--- src/rtl/riscv_core_pkg.sv ---
// Shared core types and constants: refill arbiter state encoding, default burst length, address/word types.
package riscv_core_pkg;

  localparam int unsigned XLEN              = 32;
  localparam int unsigned DEFAULT_BURST_LEN = 4;

  typedef logic [XLEN-1:0] addr_t;
  typedef logic [XLEN-1:0] word_t;

  typedef enum logic [1:0] {
    ST_IDLE = 2'd0,
    ST_REQ  = 2'd1,
    ST_RSP  = 2'd2
  } arb_state_e;

endpackage

--- src/rtl/rr_arbiter.sv ---
// Combinational round-robin pick: first set request at or above the pointer, wrapping to the lowest one.
module rr_arbiter #(
  parameter int unsigned N  = 2,
  parameter int unsigned GW = 1
) (
  input  logic [N-1:0]  i_req,
  input  logic [GW-1:0] i_ptr,
  output logic          o_valid,
  output logic [GW-1:0] o_idx
);

  logic          w_up_v;
  logic [GW-1:0] w_up_idx;
  logic [GW-1:0] w_low_idx;

  // Descending scan leaves the lowest qualifying index in each candidate.
  always_comb begin
    o_valid   = 1'b0;
    w_up_v    = 1'b0;
    w_up_idx  = '0;
    w_low_idx = '0;
    for (int i = int'(N) - 1; i >= 0; i--) begin
      if (i_req[i]) begin
        o_valid   = 1'b1;
        w_low_idx = GW'(i);
        if (i >= int'(i_ptr)) begin
          w_up_v   = 1'b1;
          w_up_idx = GW'(i);
        end
      end
    end
    o_idx = w_up_v ? w_up_idx : w_low_idx;
  end

endmodule

--- src/rtl/l1_mem_arbiter.sv ---
// Round-robin arbiter granting icache/dcache refill bursts onto one memory port.
// Optional L1_ARB_PERF_EN adds per-requester grant and wait counters.
module l1_mem_arbiter
  import riscv_core_pkg::*;
#(
  parameter int unsigned NUM_REQ    = 2,
  parameter int unsigned BURST_LEN  = DEFAULT_BURST_LEN,
  parameter int unsigned ADDR_WIDTH = 32,
  localparam int unsigned GW        = (NUM_REQ > 1) ? $clog2(NUM_REQ) : 1
) (
  input  logic                                 clk_i,
  input  logic                                 rst_ni,
  input  logic [NUM_REQ-1:0]                   req_valid_i,
  input  logic [NUM_REQ-1:0][ADDR_WIDTH-1:0]   req_addr_i,
  output logic [NUM_REQ-1:0]                   req_ready_o,
  output logic [NUM_REQ-1:0]                   rsp_valid_o,
  output word_t                                rsp_data_o,
  output logic                                 mem_req_valid_o,
  output logic [ADDR_WIDTH-1:0]                mem_req_addr_o,
  input  logic                                 mem_req_ready_i,
  input  logic                                 mem_rsp_valid_i,
  input  word_t                                mem_rsp_data_i,
  output logic [GW-1:0]                        grant_o,
  output logic                                 busy_o
`ifdef L1_ARB_PERF_EN
  ,
  output logic [NUM_REQ-1:0][31:0]             perf_grant_cnt_o,
  output logic [NUM_REQ-1:0][31:0]             perf_wait_cnt_o
`endif
);

  localparam int unsigned BW = $clog2(BURST_LEN) + 1;

  arb_state_e            r_state, w_state_nxt;
  logic [GW-1:0]         r_grant, w_grant_nxt;
  logic [GW-1:0]         r_rr_ptr, w_rr_ptr_nxt;
  logic [ADDR_WIDTH-1:0] r_addr, w_addr_nxt;
  logic [BW-1:0]         r_beat, w_beat_nxt;
  logic [BW-1:0]         w_beat_inc;
  logic                  w_pick_valid;
  logic [GW-1:0]         w_pick_idx;

  rr_arbiter #(
    .N  (NUM_REQ),
    .GW (GW)
  ) u_rr_arbiter (
    .i_req   (req_valid_i),
    .i_ptr   (r_rr_ptr),
    .o_valid (w_pick_valid),
    .o_idx   (w_pick_idx)
  );

  always_ff @(posedge clk_i or negedge rst_ni) begin
    if (!rst_ni) begin
      r_state  <= ST_IDLE;
      r_grant  <= '0;
      r_rr_ptr <= '0;
      r_addr   <= '0;
      r_beat   <= '0;
    end else begin
      r_state  <= w_state_nxt;
      r_grant  <= w_grant_nxt;
      r_rr_ptr <= w_rr_ptr_nxt;
      r_addr   <= w_addr_nxt;
      r_beat   <= w_beat_nxt;
    end
  end

  assign w_beat_inc = r_beat + BW'(1);

  // Next state plus the zero-latency handshake/response routing toward the owner.
  always_comb begin
    w_state_nxt     = r_state;
    w_grant_nxt     = r_grant;
    w_rr_ptr_nxt    = r_rr_ptr;
    w_addr_nxt      = r_addr;
    w_beat_nxt      = r_beat;
    req_ready_o     = '0;
    rsp_valid_o     = '0;
    rsp_data_o      = '0;
    mem_req_valid_o = 1'b0;
    mem_req_addr_o  = '0;
    case (r_state)
      ST_IDLE: begin
        if (w_pick_valid) begin
          w_grant_nxt = w_pick_idx;
          w_addr_nxt  = req_addr_i[w_pick_idx];
          w_state_nxt = ST_REQ;
        end
      end
      ST_REQ: begin
        mem_req_valid_o      = 1'b1;
        mem_req_addr_o       = r_addr;
        req_ready_o[r_grant] = mem_req_ready_i;
        if (mem_req_ready_i) begin
          w_beat_nxt  = '0;
          w_state_nxt = ST_RSP;
        end
      end
      ST_RSP: begin
        rsp_valid_o[r_grant] = mem_rsp_valid_i;
        rsp_data_o           = mem_rsp_data_i;
        if (mem_rsp_valid_i) begin
          w_beat_nxt = w_beat_inc;
          if (w_beat_inc == BW'(BURST_LEN)) begin
            w_state_nxt  = ST_IDLE;
            w_rr_ptr_nxt = (r_grant == GW'(NUM_REQ - 1)) ? '0 : r_grant + GW'(1);
          end
        end
      end
      default: w_state_nxt = ST_IDLE;
    endcase
  end

  assign grant_o = r_grant;
  assign busy_o  = (r_state != ST_IDLE);

`ifdef L1_ARB_PERF_EN
  logic [NUM_REQ-1:0][31:0] r_perf_grant;
  logic [NUM_REQ-1:0][31:0] r_perf_wait;

  // Saturating counters; a requester is not waiting while it owns the port in REQ/RSP.
  always_ff @(posedge clk_i or negedge rst_ni) begin
    if (!rst_ni) begin
      r_perf_grant <= '0;
      r_perf_wait  <= '0;
    end else begin
      for (int i = 0; i < int'(NUM_REQ); i++) begin
        if (r_state == ST_REQ && mem_req_ready_i && r_grant == GW'(i) &&
            r_perf_grant[i] != '1) begin
          r_perf_grant[i] <= r_perf_grant[i] + 32'd1;
        end
        if (req_valid_i[i] && !(r_state != ST_IDLE && r_grant == GW'(i)) &&
            r_perf_wait[i] != '1) begin
          r_perf_wait[i] <= r_perf_wait[i] + 32'd1;
        end
      end
    end
  end

  assign perf_grant_cnt_o = r_perf_grant;
  assign perf_wait_cnt_o  = r_perf_wait;
`endif

endmodule

--- config.mk ---
export PLATFORM = sky130hd
export DESIGN_NAME = l1_mem_arbiter
export DESIGN_NICKNAME = d
export VERILOG_FILES = /design/src/rtl/riscv_core_pkg.sv /design/src/rtl/rr_arbiter.sv /design/src/rtl/l1_mem_arbiter.sv
export SDC_FILE = /design/constraint.sdc
export NUM_CORES = 1
export LEC_CHECK = 0
export BUFFER_PORTS_ARGS = -buffer_cell sky130_fd_sc_hd__buf_4
export CORE_MARGIN = 1.5
export CORE_UTILIZATION = 30
export DETAILED_ROUTE_END_ITERATION = 10
export PLACE_DENSITY = 0.61
export SYNTH_ARGS = -nofsm -noshare
export SYNTH_HDL_FRONTEND = slang
export SYNTH_SLANG_ARGS = --single-unit
--- constraint.sdc ---
create_clock -name clk_i -period 3.3 [get_ports clk_i]
set_input_delay 0.165 -clock clk_i [delete_from_list [all_inputs] [get_ports clk_i]]
set_output_delay 0.165 -clock clk_i [all_outputs]
set_load 0.1 [all_outputs]
==> out/metrics.cfg, run 1 <==
[clock_tree]
clkTransAtPathRegs_ps=80
cts_setup_buffers=0
htreeDepth=2
numCtsBuffers=5
clkSinkCount=39
clk_path_buf_depth=2
worstSkewPairLatency_ps=300
tritoncts=yes
cts-root-buf=clkbuf_8

[timing]
timing.final.ws_setup_ps=1059
fmax_mhz=446.3
fin_worst_skew_ps=11.25
holdWs_ps=93.58
tightest_slew_ps=946.5
fin_crit_sh=0.6790
relSlewSlack=0.3683
finalCriticalPeriod_ps=2241
finalMaxSlewViolations=0
hold_viol=0
finalSetupTns_ps=0
rsz0062_at_grt=false
setup_viol=0

[yosys]
synth_cells=303
synth_seq_cells=39
postSynthAreaPerCell_um2=8.705
synth_nets=407
yosys_warnings=0
synthDominantCellAreaShare=0.3700
synth.most_common_cell=and2_1
synth_area_um2=2638
synth_common_cells=64 x and2_1, 39 x dfrtp_1, 36 x a21oi_1
ys_seq_area_frac=0.3700
synth_flop_cell=dfrtp_1
synthTopCellsByArea=dfrtp_1 37%, and2_1 15%, a31oi_2 14%
async_flop_share=1.000
synth_top_cell_by_area=dfrtp_1
synth-edff-count=0
ys_types=28

[final_layout]
nets=561
final_area_um2=4045
n_antenna_cell=0
syn2layout_area_growth_pct=53.37
drive_gt1_frac=0.4760

[die]
coreArea_um2=8636
die_h_um=96.77
initial_core_util=0.3054
ios=173
dieArea_um2=9363
core.rowCount=34
die_x_um=96.77

[routing]
drtPass1Iterations=4
num_vias=2774
drc=0
wl_um=8650
routedWlPerCell_um=15.28
drt_iter0_drc=98
ant_nets=0
vias_per_cell=4.901

[critical_path]
start_kind=flop
end_kind=output port
cp.required_ps=3130
critical_path_class=flop to output port
crit_arrival_ps=2080
crit_path_max_fanout=19

[place]
port_buffers=172
gp_congestion=0.7642
hpwl_um=6236
place_area_um2=3950
pre_cts_slack_ps=1220

[global_routing]
grt_overflow=0
grt_pass1_vias=2749
grtUsageTotal=0.1786
grt_first_pass_wirelength_um=13680
antenna_found_initial=0
grt_max_degree=40

[run]
cap_viol_max_count=0

[outcome]
outcome=complete, no violations

[min_path]
hp-class=input port to flop

[critical path, cell delays in order (launching register included)]
cell and delay (ps):
dfrtp_1 420, nor2b_2 570, buf_4 320, and2_1 170, buf_4 290
[cell type report]
cell class / instances / area, um^2
clock inverters: 2 / 12.51
well taps: 108 / 135.1
flip-flops and latches: 39 / 975.9
clock buffers: 6 / 72.57
inverters: 4 / 15.01
fillers: 873 / 4591
multi-input cells: 229 / 1495
repair buffers: 178 / 1339
[sequential cells by signal, indices dropped and copies added (netlist names)]
name	count
r_addr	32
grant_o	1
r_beat	3
r_state	2
r_rr_ptr	1
[routing by layer]
metal,share of wire,vias to the layer above,track usage
met3,0.076,7,0.04335
met5,0,-,0
met1,0.40,1276,0.2177
met4,0.0071,0,0.04125
met2,0.51,122,0.3168
li1,-,1369,-
[what timing repair did]
action,in CTS,in global routing
endpoints found under the hold margin,39,0
gates resized for setup,0,0
setup endpoints to repair,0,0
hold buffers,1,0
[cells in the final DEF, fill, tap and decap left out, types with 2 or more instances in the layout]
master	synthesis	routed
a31oi_2	30	30
a21oi_1	36	36
ha_1	2	2
nor2b_2	0	2
nand2_1	5	5
nand3_1	33	33
a31oi_1	2	2
nor2_1	7	7
o21ai_0	34	34
dfrtp_1	39	39
and2_1	64	64
buf_4	0	177
clkbuf_8	0	5
inv_1	4	4
[stage by stage]
stage / instances / util
after floorplan: 303 / -
after CTS: 566 / 0.4684
after detailed placement: 557 / 0.4574
final: 566 / 0.4684
after global placement: 557 / 0.4574
after global routing: 566 / 0.4684
[logic make-up (layout without fill, tap and decap cells)]
kind of cell | Yosys count | after routing | synth area share
adder cells (fa/ha/maj) | 2 | 2 | 0.009486
buffers and inverters | 35 | 190 | 0.06499
multiplexers | 1 | 1 | 0.004269
XOR/XNOR | 1 | 1 | 0.003321
AND/OR/NAND/NOR | 120 | 120 | 0.2595
AO/OA/AOI/OAI | 105 | 105 | 0.2884
flip-flops | 39 | 39 | 0.3700
[final timing paths]
check                      slack (ps)            start           endpoint  depth (start not counted)
min                                90  mem_rsp_valid_i          r_beat[0]                          2
max reg2reg                      1210       r_state[1]         r_addr[31]                          3
min reg2reg                       540        r_addr[2]          r_addr[2]                          2
max                              1060       r_state[0]  mem_req_addr_o[8]                          4
min in group asynchronous         380           rst_ni         r_addr[30]                          2
max in group asynchronous        2560           rst_ni         r_addr[19]                          2
Power of run 1 is not shown: default switching activity piles up to over one toggle a cycle in this logic, so the estimate is an artifact.
==> inputs of run 2 (changes only) <==
- ABC_AREA: default -> 1
- clock period: 3.3 -> 2.3 ns (I/O delays scaled with it)
==> run 2 against run 1 <==
The run now ends with design-rule violations left. Sequential cell count unchanged. Design area increased by 6.3%. Register-to-register slack worse by 620 ps. Wire length down 1.7%. Count of clock-buffer cells in the layout decreased by 1. Die area grew 4.5%. Global-route usage decreased by 0.38 points. Area after synthesis rose by 4.6%. Synthesized cell count up 54%. Via count up 15%. Critical path type unchanged.
==> out/metrics.cfg, run 2 <==
[place]
gp_congestion=0.7637
numPlacedInstances=726
hpwl_um=6435
place_area_um2=4205
port_buffers=172
pre_cts_slack_ps=600.2

[critical_path]
end_kind=output port
critical_path_class=flop to output port
cp.required_ps=2180
start_kind=flop
crit_arrival_ps=1760
crit_path_max_fanout=18

[pwr]
netSwitchingPower_mw=4.285
comb_power_share=0.745
power_leakage_nw=2.741
seqPwrFrac=0.185
power_density_nw_per_um2=1515
swShare=0.6581
p_int_mw=2.226
p_clk_frac=0.069
power_mw=6.511
peakVddDrop_mv=0.8801

[yosys]
synth_seq_cells=39
async_flop_share=1.000
postSynthAreaPerCell_um2=5.920
synth_nets=570
synthDominantCellAreaShare=0.3537
synth_top_cell_by_area=dfrtp_1
synthTopCellsByArea=dfrtp_1 35%, inv_1 18%, nand2_1 15%
synth_cells=466
synth_common_cells=134 x inv_1, 113 x nand2_1, 70 x nor2_1
synth_area_um2=2759
synth.most_common_cell=inv_1
synth-edff-count=0
ys_types=18
yosys_warnings=0
synth_flop_cell=dfrtp_1
ys_seq_area_frac=0.3537

[min_path]
hp-class=input port to flop

[clock_tree]
numCtsBuffers=5
cts_resized=0
postCtsHoldBufs=1
htreeDepth=2
worstSkewPairLatency_ps=290
cts_setup_buffers=0
clk_path_buf_depth=2
clkSinkCount=39
cts-root-buf=clkbuf_8
tritoncts=yes
clkTransAtPathRegs_ps=80

[global_routing]
grt_pass1_vias=2976
grt_max_degree=40
use_met2=0.3066
grt_use_met3=0.06099
grt_overflow=0
grtUsageTotal=0.1748
antenna_found_initial=0
busiest_layer=met2
grt_use_met1=0.2087
grt_first_pass_wirelength_um=13770

[timing]
finalSetupTns_ps=0
hold_viol=0
tightest_slew_ps=881.5
finalMaxSlewViolations=0
fmax_mhz=532.9
finalCriticalPeriod_ps=1876
timing.final.ws_setup_ps=423.6
fin_crit_sh=0.8158
rsz0062_at_grt=false
relSlewSlack=0.4101
fin_worst_skew_ps=5.099
setup_viol=0

[routing]
drt_iter0_drc=184
vias_per_cell=4.352
ant_nets=0
routedWlPerCell_um=11.57
drc=18
wl_um=8505
num_vias=3199
drtPass1Iterations=8

[final_layout]
drive_gt1_frac=0.3652
final_area_um2=4299
largest_reg_flops=32
nets=730
multi_input_area_um2=1257
fin_cells=735
syn2layout_area_growth_pct=55.83
layout_commonest_cell=buf_4
register_area_um2=975.9
fillCellCount=940
regMostFlops=r_addr
n_antenna_cell=0
top_regs=r_addr: 32 flops, r_beat: 3 flops, r_state: 2 flops
layout.cells.most_common_list=173 x buf_4, 134 x inv_1, 113 x nand2_1, 69 x nand3_1, 39 x dfrtp_1

[die]
die_x_um=98.90
dieArea_um2=9780
ios=173
coreArea_um2=8806
initial_core_util=0.3133
die_h_um=98.90
core.rowCount=34

[run]
cap_viol_max_count=0

[outcome]
failed_checks=design-rule violations
outcome=complete, but fails checks

run 2: changes by cell type after synthesis, moves of 30 or more:
cell     previous run  this run
o21ai_0            34         2
inv_1               4       134
nor2_1              7        70
a21oi_1            36         0
a31oi_2            30         0
and2_1             64         0
nand2_1             5       113
nand3_1            33        69
run 2: kinds of logic after synthesis:
kind of cell / after synthesis / share of synthesized area
AND/OR/NAND/NOR: 261 / 0.3982
buffers and inverters: 160 / 0.2277
AO/OA/AOI/OAI: 4 / 0.01134
flip-flops: 39 / 0.3537
adder cells (fa/ha/maj): 2 / 0.009069
run 2: worst max-delay path: stages (launching register included):
cell,delay (ps)
dfrtp_1,430
inv_1,110
nor2_4,50
inv_2,370
buf_12,240
nor2_2,40
buf_4,220
run 2: final timing paths:
kind / from / to / slack [ps] / cells past startpoint
min in group asynchronous: rst_ni / r_addr[5] / 340 / 2
hold / removal: mem_req_ready_i / r_state[0] / 40 / 2
setup / recovery: r_state[0] / mem_req_addr_o[27] / 420 / 6
max in group asynchronous: rst_ni / r_addr[23] / 1590 / 2
hold reg to reg: r_addr[31] / r_addr[31] / 480 / 2
setup reg to reg: r_state[1] / r_addr[23] / 590 / 5
run 2: cell type report:
cell class                      count  area share
Clock buffer                        5     0.01601
Clock inverter                      3    0.003492
Inverter                          138      0.1205
Multi-Input combinational cell    267      0.2925
Sequential cell                    39      0.2270
Tap cell                          108     0.03143
Timing Repair Buffer              175      0.3091
run 2: per-layer routing:
metal | wire length [um] | vias to the layer above
met5 | 0 | -
met4 | 34 | 0
met3 | 874 | 4
met2 | 4149 | 134
met1 | 3447 | 1421
li1 | - | 1640
run 2: stage by stage:
stage	hold slack, ps	utilization
2_1_floorplan	-180.6	-
3_3_place_gp	131.9	0.4776
3_5_place_dp	127.9	0.4776
4_1_cts	41.26	0.4882
5_1_grt	37.99	0.4882
6_report	43.36	0.4882
run 2: power groups by stage:
stage / clock network [mW] / registers (mW) / logic, mW
2_1_floorplan: 0 / 1.23 / 3.88
3_3_place_gp: 0 / 1.21 / 4.88
3_5_place_dp: 0 / 1.22 / 4.89
4_1_cts: 0.462 / 1.21 / 4.90
5_1_grt: 0.499 / 1.25 / 5.14
6_report: 0.451 / 1.21 / 4.85
No activity file was read; power rests on OpenSTA's default activity.
